==> src/rtl/riscmakers_dcache_port_arbiter_pkg.sv <==
// rtl/riscmakers_dcache_port_arbiter_pkg.sv - data cache request/response types and arbiter definitions
package riscmakers_dcache_port_arbiter_pkg;

  localparam int unsigned DCACHE_ARB_STARVE_LIMIT = 4;

  localparam int unsigned PTW_PORT        = 0;
  localparam int unsigned LOAD_UNIT_PORT  = 1;
  localparam int unsigned STORE_UNIT_PORT = 2;

  typedef struct packed {
    logic [11:0] address_index;
    logic [19:0] address_tag;
    logic [31:0] data_wdata;
    logic        data_req;
    logic        data_we;
    logic [3:0]  data_be;
    logic [1:0]  data_size;
    logic        kill_req;
    logic        tag_valid;
  } dcache_req_i_t;

  typedef struct packed {
    logic        data_gnt;
    logic        data_rvalid;
    logic [31:0] data_rdata;
  } dcache_req_o_t;

  typedef enum logic [1:0] {
    ARB_IDLE,
    ARB_WAIT_GNT,
    ARB_WAIT_RVALID
  } arb_state_t;

endpackage

==> src/rtl/riscmakers_prio_starve_arb.sv <==
// rtl/riscmakers_prio_starve_arb.sv - fixed-priority one-hot arbiter with a starvation promote input
module riscmakers_prio_starve_arb #(
  parameter int unsigned N           = 3,
  parameter int unsigned PROMOTE_IDX = N - 1
) (
  input  logic [N-1:0] req_i,
  input  logic         starve_i,
  output logic [N-1:0] gnt_o
);

  // Lowest index has priority; a starved PROMOTE_IDX requester overrides it.
  always_comb begin
    gnt_o = '0;
    if (starve_i && req_i[PROMOTE_IDX]) begin
      gnt_o[PROMOTE_IDX] = 1'b1;
    end else begin
      for (int i = int'(N) - 1; i >= 0; i--) begin
        if (req_i[i]) begin
          gnt_o    = '0;
          gnt_o[i] = 1'b1;
        end
      end
    end
  end

endmodule

==> src/rtl/riscmakers_dcache_port_arbiter.sv <==
// rtl/riscmakers_dcache_port_arbiter.sv - locks the single-transaction data cache to one of PTW/load/store
module riscmakers_dcache_port_arbiter
  import riscmakers_dcache_port_arbiter_pkg::*;
#(
  parameter int unsigned NUM_PORTS    = 3,
  parameter int unsigned STARVE_LIMIT = DCACHE_ARB_STARVE_LIMIT,
  parameter int unsigned STARVE_CNT_W = 3
) (
  input  logic          clk_i,
  input  logic          rst_i,
  input  dcache_req_i_t req_ports_i [NUM_PORTS],
  output dcache_req_o_t req_ports_o [NUM_PORTS],
  output dcache_req_i_t cache_req_o,
  input  dcache_req_o_t cache_req_i,
  output logic [1:0]    owner_o,
  output logic          busy_o,
  output logic          err_o
);

  arb_state_t              state_q, state_d;
  logic [1:0]              owner_q, owner_d;
  logic [STARVE_CNT_W-1:0] starve_cnt_q, starve_cnt_d;
  logic                    err_q, err_d;

  logic [NUM_PORTS-1:0]    req_vec;
  logic [NUM_PORTS-1:0]    win_oh;
  logic [1:0]              win_idx;
  logic                    any_req;
  logic                    store_req;
  logic                    starve;
  dcache_req_i_t           owner_req;

  always_comb begin
    for (int i = 0; i < int'(NUM_PORTS); i++) begin
      req_vec[i] = req_ports_i[i].data_req;
    end
  end

  assign any_req   = |req_vec;
  assign store_req = req_vec[STORE_UNIT_PORT];
  assign starve    = (starve_cnt_q == STARVE_CNT_W'(STARVE_LIMIT));
  assign owner_req = req_ports_i[owner_q];

  riscmakers_prio_starve_arb #(
    .N           (NUM_PORTS),
    .PROMOTE_IDX (STORE_UNIT_PORT)
  ) u_arb (
    .req_i    (req_vec),
    .starve_i (starve),
    .gnt_o    (win_oh)
  );

  always_comb begin
    win_idx = '0;
    for (int i = 0; i < int'(NUM_PORTS); i++) begin
      if (win_oh[i]) win_idx = 2'(i);
    end
  end

  always_comb begin
    state_d      = state_q;
    owner_d      = owner_q;
    starve_cnt_d = starve_cnt_q;
    err_d        = err_q;
    cache_req_o  = '0;
    owner_o      = owner_q;
    for (int i = 0; i < int'(NUM_PORTS); i++) begin
      req_ports_o[i] = '0;
    end

    case (state_q)
      ARB_IDLE: begin
        if (cache_req_i.data_rvalid) err_d = 1'b1;
        if (!store_req) starve_cnt_d = '0;
        if (any_req) begin
          owner_d     = win_idx;
          owner_o     = win_idx;
          cache_req_o = req_ports_i[win_idx];
          req_ports_o[win_idx].data_gnt = cache_req_i.data_gnt;
          if (win_idx == 2'(STORE_UNIT_PORT)) begin
            starve_cnt_d = '0;
          end else if (store_req && !starve) begin
            starve_cnt_d = starve_cnt_q + 1'b1;
          end
          if (cache_req_i.data_gnt) begin
            state_d = (win_idx == 2'(STORE_UNIT_PORT)) ? ARB_IDLE : ARB_WAIT_RVALID;
          end else begin
            state_d = ARB_WAIT_GNT;
          end
        end
      end
      ARB_WAIT_GNT: begin
        if (cache_req_i.data_rvalid) err_d = 1'b1;
        cache_req_o = owner_req;
        if (!owner_req.data_req) begin
          state_d = ARB_IDLE;
        end else if (cache_req_i.data_gnt) begin
          req_ports_o[owner_q].data_gnt = 1'b1;
          state_d = (owner_q == 2'(STORE_UNIT_PORT)) ? ARB_IDLE : ARB_WAIT_RVALID;
        end
      end
      ARB_WAIT_RVALID: begin
        // Only the tag phase continues; a kill still has to be answered by rvalid.
        cache_req_o.address_tag = owner_req.address_tag;
        cache_req_o.tag_valid   = owner_req.tag_valid;
        cache_req_o.kill_req    = owner_req.kill_req;
        if (cache_req_i.data_rvalid) begin
          req_ports_o[owner_q].data_rvalid = 1'b1;
          req_ports_o[owner_q].data_rdata  = cache_req_i.data_rdata;
          state_d = ARB_IDLE;
        end
      end
      default: state_d = ARB_IDLE;
    endcase

    if (rst_i) begin
      cache_req_o = '0;
      owner_o     = '0;
      for (int i = 0; i < int'(NUM_PORTS); i++) begin
        req_ports_o[i] = '0;
      end
    end
  end

  always_ff @(posedge clk_i or posedge rst_i) begin
    if (rst_i) begin
      state_q      <= ARB_IDLE;
      owner_q      <= '0;
      starve_cnt_q <= '0;
      err_q        <= 1'b0;
    end else begin
      state_q      <= state_d;
      owner_q      <= owner_d;
      starve_cnt_q <= starve_cnt_d;
      err_q        <= err_d;
    end
  end

  assign busy_o = (state_q != ARB_IDLE);
  assign err_o  = err_q;

endmodule

==> config.mk <==
export PLATFORM = sky130hd
export DESIGN_NAME = riscmakers_dcache_port_arbiter
export DESIGN_NICKNAME = d
export VERILOG_FILES = /design/src/rtl/riscmakers_dcache_port_arbiter_pkg.sv /design/src/rtl/riscmakers_prio_starve_arb.sv /design/src/rtl/riscmakers_dcache_port_arbiter.sv
export SDC_FILE = /design/constraint.sdc
export NUM_CORES = 1
export LEC_CHECK = 0
export BUFFER_PORTS_ARGS = -buffer_cell sky130_fd_sc_hd__buf_2
export CAP_MARGIN = 20
export CORE_AREA = 2 2 169 171
export CTS_CLUSTER_DIAMETER = 40
export DETAILED_ROUTE_END_ITERATION = 16
export DIE_AREA = 0 0 171 173
export GPL_ROUTABILITY_DRIVEN = 0
export PLACE_DENSITY_LB_ADDON = 0.1
export SLEW_MARGIN = 20
export SYNTH_ARGS = -nofsm -noshare
export SYNTH_HDL_FRONTEND = slang
export SYNTH_SLANG_ARGS = --single-unit
==> constraint.sdc <==
create_clock -name clk_i -period 5.2 [get_ports clk_i]
set_input_delay 1.3 -clock clk_i [delete_from_list [all_inputs] [get_ports clk_i]]
set_output_delay 1.3 -clock clk_i [all_outputs]
set_load 0.01 [all_outputs]
Word-level counts from Yosys, hierarchy flattened. Index checks and enable logic that the tools add are counted. W data, S select, Z words.

Add/sub/neg operators: 1. $lt $le $gt $ge: 4. Equality and inequality tests: 8. Multiplexer cells: 49. Bitwise logic cells: 3. Reductions and logical operators: 12.

Operator list (number): $mux W102 (5); $mux W74 (6); $pmux W102 S3 (1); $bmux W74 S2 (2); $demux W34 S2 (4); $and A102 B102 Y102 (1); $bwmux W102 (1); $pmux W40 S2 (1); $mux W34 (2); $pmux W20 S2 (1); $mux W33 (1); $mux W32 (1); $mux W2 (12); $pmux W12 S2 (1); $mux W3 (7); $eq A2 B2 Y1 const B (3); $ge A3 B3 Y1 const B (2); $lt A3 B1 Y1 const B (2); $not A2 Y3 (2); $pmux W2 S3 (1); $logic_and A1 B1 Y1 (4); $ne A2 B2 Y1 const B (2); $pmux W2 S2 (1); $reduce_or A2 Y1 (2); 11 further kinds (12).

Bits in registers: 8. Output and inout bits: 180. Logic and storage cells: 81.

Logic depth before layout (Yosys ltp).
Word-level depth: 15. Mapped depth: 8.

Modules after synthesis. Synthesis repeated with hierarchy kept, for this count alone.

Cell total of the unflattened synthesis: 553. Area, all modules: 3826.2 um^2.

Modules (own cells, without submodules): riscmakers_dcache_port_arbiter (instances 1, cells an instance 548, area each 3787.4 um^2, seq. area each 200.2 um^2); riscmakers_prio_starve_arb (instances 1, cells an instance 5, area each 38.8 um^2, seq. area each 0.0 um^2).

Least setup slack after synthesis. Ideal clock, no wire load.

Path type: in2out. Start point: input port req_ports_i[157] (netlist bit). End point: output port owner_o[0]. Arrival time: 2.341 ns. Data required time: 3.900 ns. Slack: 1.559 ns. Cell stages on the path: 5. Path buffers: 1. Path through: buf_6 -> or2_4 -> o21a_4 -> mux2_4 -> and2_1.

Cells in the longest elaborated chain, start to end: 7.

Ends and longest elaborated chain: from (decl) (line riscmakers_dcache_port_arbiter.sv:11) `input dcache_req_i_t req_ports_i [NUM_PORTS],`; $mux W3 (line riscmakers_prio_starve_arb.sv:18) `if (req_i[i]) begin`; $mux W2 (line riscmakers_prio_starve_arb.sv:14) `if (starve_i && req_i[PROMOTE_IDX]) begin`; $mux W1 (line riscmakers_dcache_port_arbiter.sv:56) `if (win_oh[i]) win_idx = 2'(i);`; $mux W2 (line riscmakers_dcache_port_arbiter.sv:56); $mux W2 (*) (2 in a row); $mux W2 (*) (line riscmakers_dcache_port_arbiter.sv:116) `if (rst_i) begin`; to (decl) (line riscmakers_dcache_port_arbiter.sv:15) `output logic [1:0] owner_o,`.

Mark *: on every way between the ends. The rest lies on a longest branch, timed or not.

==> results.py <==
metrics = {
    "drt": {
        "dr.pass1.iters": 4,
        "routed-via-count": 6678,
        "antenna_violating_nets_post_route": 0,
        "drtIter0Drc": 331,
        "routed_wl_um": 26000,
        "viasPerCell": 4.61,
        "remaining_drc_errors": 0,
        "avgRoutedWirePerCell_um": 17.9,
    },
    "clocking": {
        "worst_skew_pair.late_latency_ns": 0.23,
        "cts-buffers-inserted": 3,
        "cts_repair_resize_count": 0,
        "tritoncts_num_sinks": 8,
        "cts_root_buf": "clkbuf_16",
        "clock_tree.buffer_depth": 2,
        "number_of_buffers_inserted_for_hold_repair_after_clock_tree_synthesis": 0,
        "postCtsSetupBuffers": 0,
        "tritoncts": "yes",
        "clock_tree.htree_level_count": 1,
        "clkTransAtPathRegs_ns": 0.04,
    },
    "pwr": {
        "power.internal_mw": 1.09,
        "combinationalPowerShare": 0.867,
        "switching_part_of_the_total": 0.547,
        "share_of_power_burned_in_the_clock_network": 0.056,
        "power.density_cell_area_nw_per_um2": 334,
        "p_sw_mw": 1.31,
        "peakVddDrop_mv": 0.154,
        "total_power_mw": 2.40,
        "power.sequential.fraction": 0.077,
        "power_leakage_nw": 3.69,
    },
    "timing": {
        "hold_viol_final": 0,
        "final-setup-viol-count": 0,
        "finalHoldWorstSlack_ns": 0.464,
        "totalNegativeSetupSlack_ns": 0,
        "timing.fmax_mhz": 231,
        "timing.final.crit_share": 0.831,
        "final_critical_path_setup_slack_ns": 0.880,
        "final.setup_skew_ns": 0.00388,
        "worst_slew_pin_slew_ns": 0.960,
        "rsz0062_at_grt": "false",
        "slew_headroom": 0.360,
        "slew_violations": 0,
        "finalWorstPathRequiredPeriod_ns": 4.32,
    },
    "die": {
        "die_area_sq_um": 29600,
        "floorplan.core_area_sq_um": 27600,
        "die_height_um": 173,
        "effective_utilization_at_floorplan": 0.168,
        "rows": 61,
        "floorplan.die.width_um": 171,
        "io_pins": 438,
    },
    "logic_synthesis": {
        "synth_sequential_area_ratio": 0.0432,
        "netlist.top_cell.by_area": "mux2i_1",
        "syn-instance-count": 686,
        "syn_avg_cell_area_sq_um": 6.76,
        "synthXorXnorAreaFrac": 0,
        "syn_area_sq_um": 4630,
        "async_reset_ff_frac": 1.00,
        "synth-seq-cells": 8,
        "dominant_combinational_cell_family_by_area_after_synthesis": "compound AO/OA/AOI/OAI gates",
        "synth_area_leaders": "mux2i_1, o22a_1, and2_1",
        "synthFlopType": "dfrtp_1",
        "synth-warning-count": 0,
        "post_synth_most_frequent_cells": "a21oi_1, mux2i_1, and2_1, nand2_1",
        "area_fraction_in_compound_gates_after_synthesis": 0.411,
        "synth_edf_count": 0,
        "synth_cell_type_count": 42,
        "post_synth_and_or_nand_nor_area_fraction": 0.271,
        "synth.mux.area_fraction": 0.170,
        "synth_fa_ha_area_frac": 0.0162,
        "post_synthesis_net_count": 950,
        "synth.top_cell.area_share": 0.162,
    },
    "critical_path": {
        "worst_r2r_endpoint": "state_q[1]",
        "regToRegSetupSlack_ns": 2.41,
        "critical_path.endpoint_type": "primary output",
        "timing.critical_path.slowest_stage_cell": "nand3_1",
        "critPathLaunchType": "input pin",
        "worstPathArrival_ns": 3.02,
        "list_of_cells_traversed_by_the_critical_path": "buf_2 > or2_4 > nand3_1 > buf_4 > a21oi_1 > o21a_1 > buf_2",
        "critical_path.endpoint": "cache_req_o[53]",
        "timing_worst_setup_path_type": "input pin to primary output",
        "cpPeakStageDelay_ns": 0.41,
        "worstPathMaxFanout": 13,
        "crit_path_start": "req_ports_i[157]",
        "worst_ep_required_time_ns": 3.90,
        "rr_startpoint": "owner_q[0]",
        "rr_worst_depth": 5,
        "top_cell_by_count_worst_path": "buf_2",
    },
    "global_route": {
        "grtUsageTotal": 0.161,
        "pin_count_of_the_biggest_net_entering_global_routing": 73,
        "grt_pass1_wl_um": 38300,
        "first_global_vias": 6341,
        "global_route.overflow_total": 0,
        "antenna_found_initial": 3,
    },
    "finish": {
        "areaGrowthSynthToFinish_pct": 55.4,
        "final_core_utilization": 0.261,
        "post-route-cell-area_sq_um": 7200,
        "final.fill_count": 3191,
        "number_of_standard_cells_in_the_layout_taps_in_and_fillers_out": 1448,
        "drive_above_1_share": 0.444,
        "final_nets": 1332,
    },
    "worst_hold_path": {
        "worstHoldPathType": "register to register",
    },
    "placed_design": {
        "dp.cells": 1441,
        "detailedPlacementHpwl_um": 19400,
        "pre_cts_slack_ns": 0.841,
        "placed_area_sq_um": 7120,
        "count_of_port_buffers_added_during_placement": 437,
    },
    "outcome": {
        "status": "finished, final reports clean",
    },
    "run": {
        "maxCapViolations": 0,
    },
}
[worst max-delay path: cells and delay by family]
family                 cells  cell delay (ns)
AO/OA/AOI/OAI              2             0.27
AND/OR/NAND/NOR            2             0.63
buffers and inverters      3             0.81
[power by group through the flow]
| stage | Combinational, mW | Clock [mW] | Sequential [mW] |
|---|---|---|---|
| 2_1_floorplan | 1.50 | 0 | 0.0972 |
| 3_3_place_gp | 2.13 | 0 | 0.190 |
| 3_5_place_dp | 2.12 | 0 | 0.188 |
| 4_1_cts | 2.13 | 0.136 | 0.186 |
| 5_1_grt | 2.30 | 0.142 | 0.196 |
| 6_report | 2.08 | 0.134 | 0.185 |
[layer usage]
layer  vias up  global-route usage  wire length, um
li1       3333                   -                -
met1      3122               0.209            11600
met2       213               0.292            13100
met3        10              0.0181             1140
met4         0              0.0155              138
met5         -                   0                0
[layout make-up]
class	instances	area (sq um)	area share
Multi-Input combinational cell	589	4070	0.565
Timing Repair Buffer	457	2340	0.324
Tap cell	378	473	0.0657
Sequential cell	8	204	0.0283
Clock buffer	4	78.8	0.0109
Inverter	9	33.8	0.00469
Antenna cell	3	7.51	0.00104
[kinds of logic (layout without fill, tap and decap cells)]
logic type / after synthesis / after routing
AND/OR/NAND/NOR: 223 / 223
buffers and inverters: 89 / 470
multiplexers: 78 / 78
flip-flops: 8 / 8
adder cells (fa/ha/maj): 6 / 6
other: 0 / 3
AO/OA/AOI/OAI: 282 / 282
[registers in the layout, summed over array words and instances, names as in the netlist]
name	flops
err_o	1
state_q	2
owner_q	2
starve_cnt_q	3
[cell usage in the layout, fill, tap and decap left out, types with 2 or more instances in the layout]
cell type	Yosys	final
o21a_1	24	24
and2_1	67	67
mux2_2	2	2
a22o_1	22	22
clkbuf_16	0	3
buf_4	8	20
o22a_1	52	52
a21oi_1	75	75
o21ai_0	49	49
and3_1	33	33
dfrtp_1	8	7
buf_2	30	437
mux2i_1	75	75
nor2_1	6	5
diode_2	0	3
nand2_1	56	55
a22oi_1	52	52
nand3_1	24	24
nand2b_1	3	2
nor2b_1	3	2
inv_1	9	9
nand3b_1	22	22
ha_1	6	6
[worst min-delay path by stage]
stage	from	end	cells after the start
after floorplan	err_o	err_o	1
after global placement	err_o	err_o	1
after detailed placement	err_o	err_o	1
after CTS	err_o	err_o	1
after global routing	err_o	err_o	1
final	err_o	err_o	1
Power figures use the tool's default switching activity.
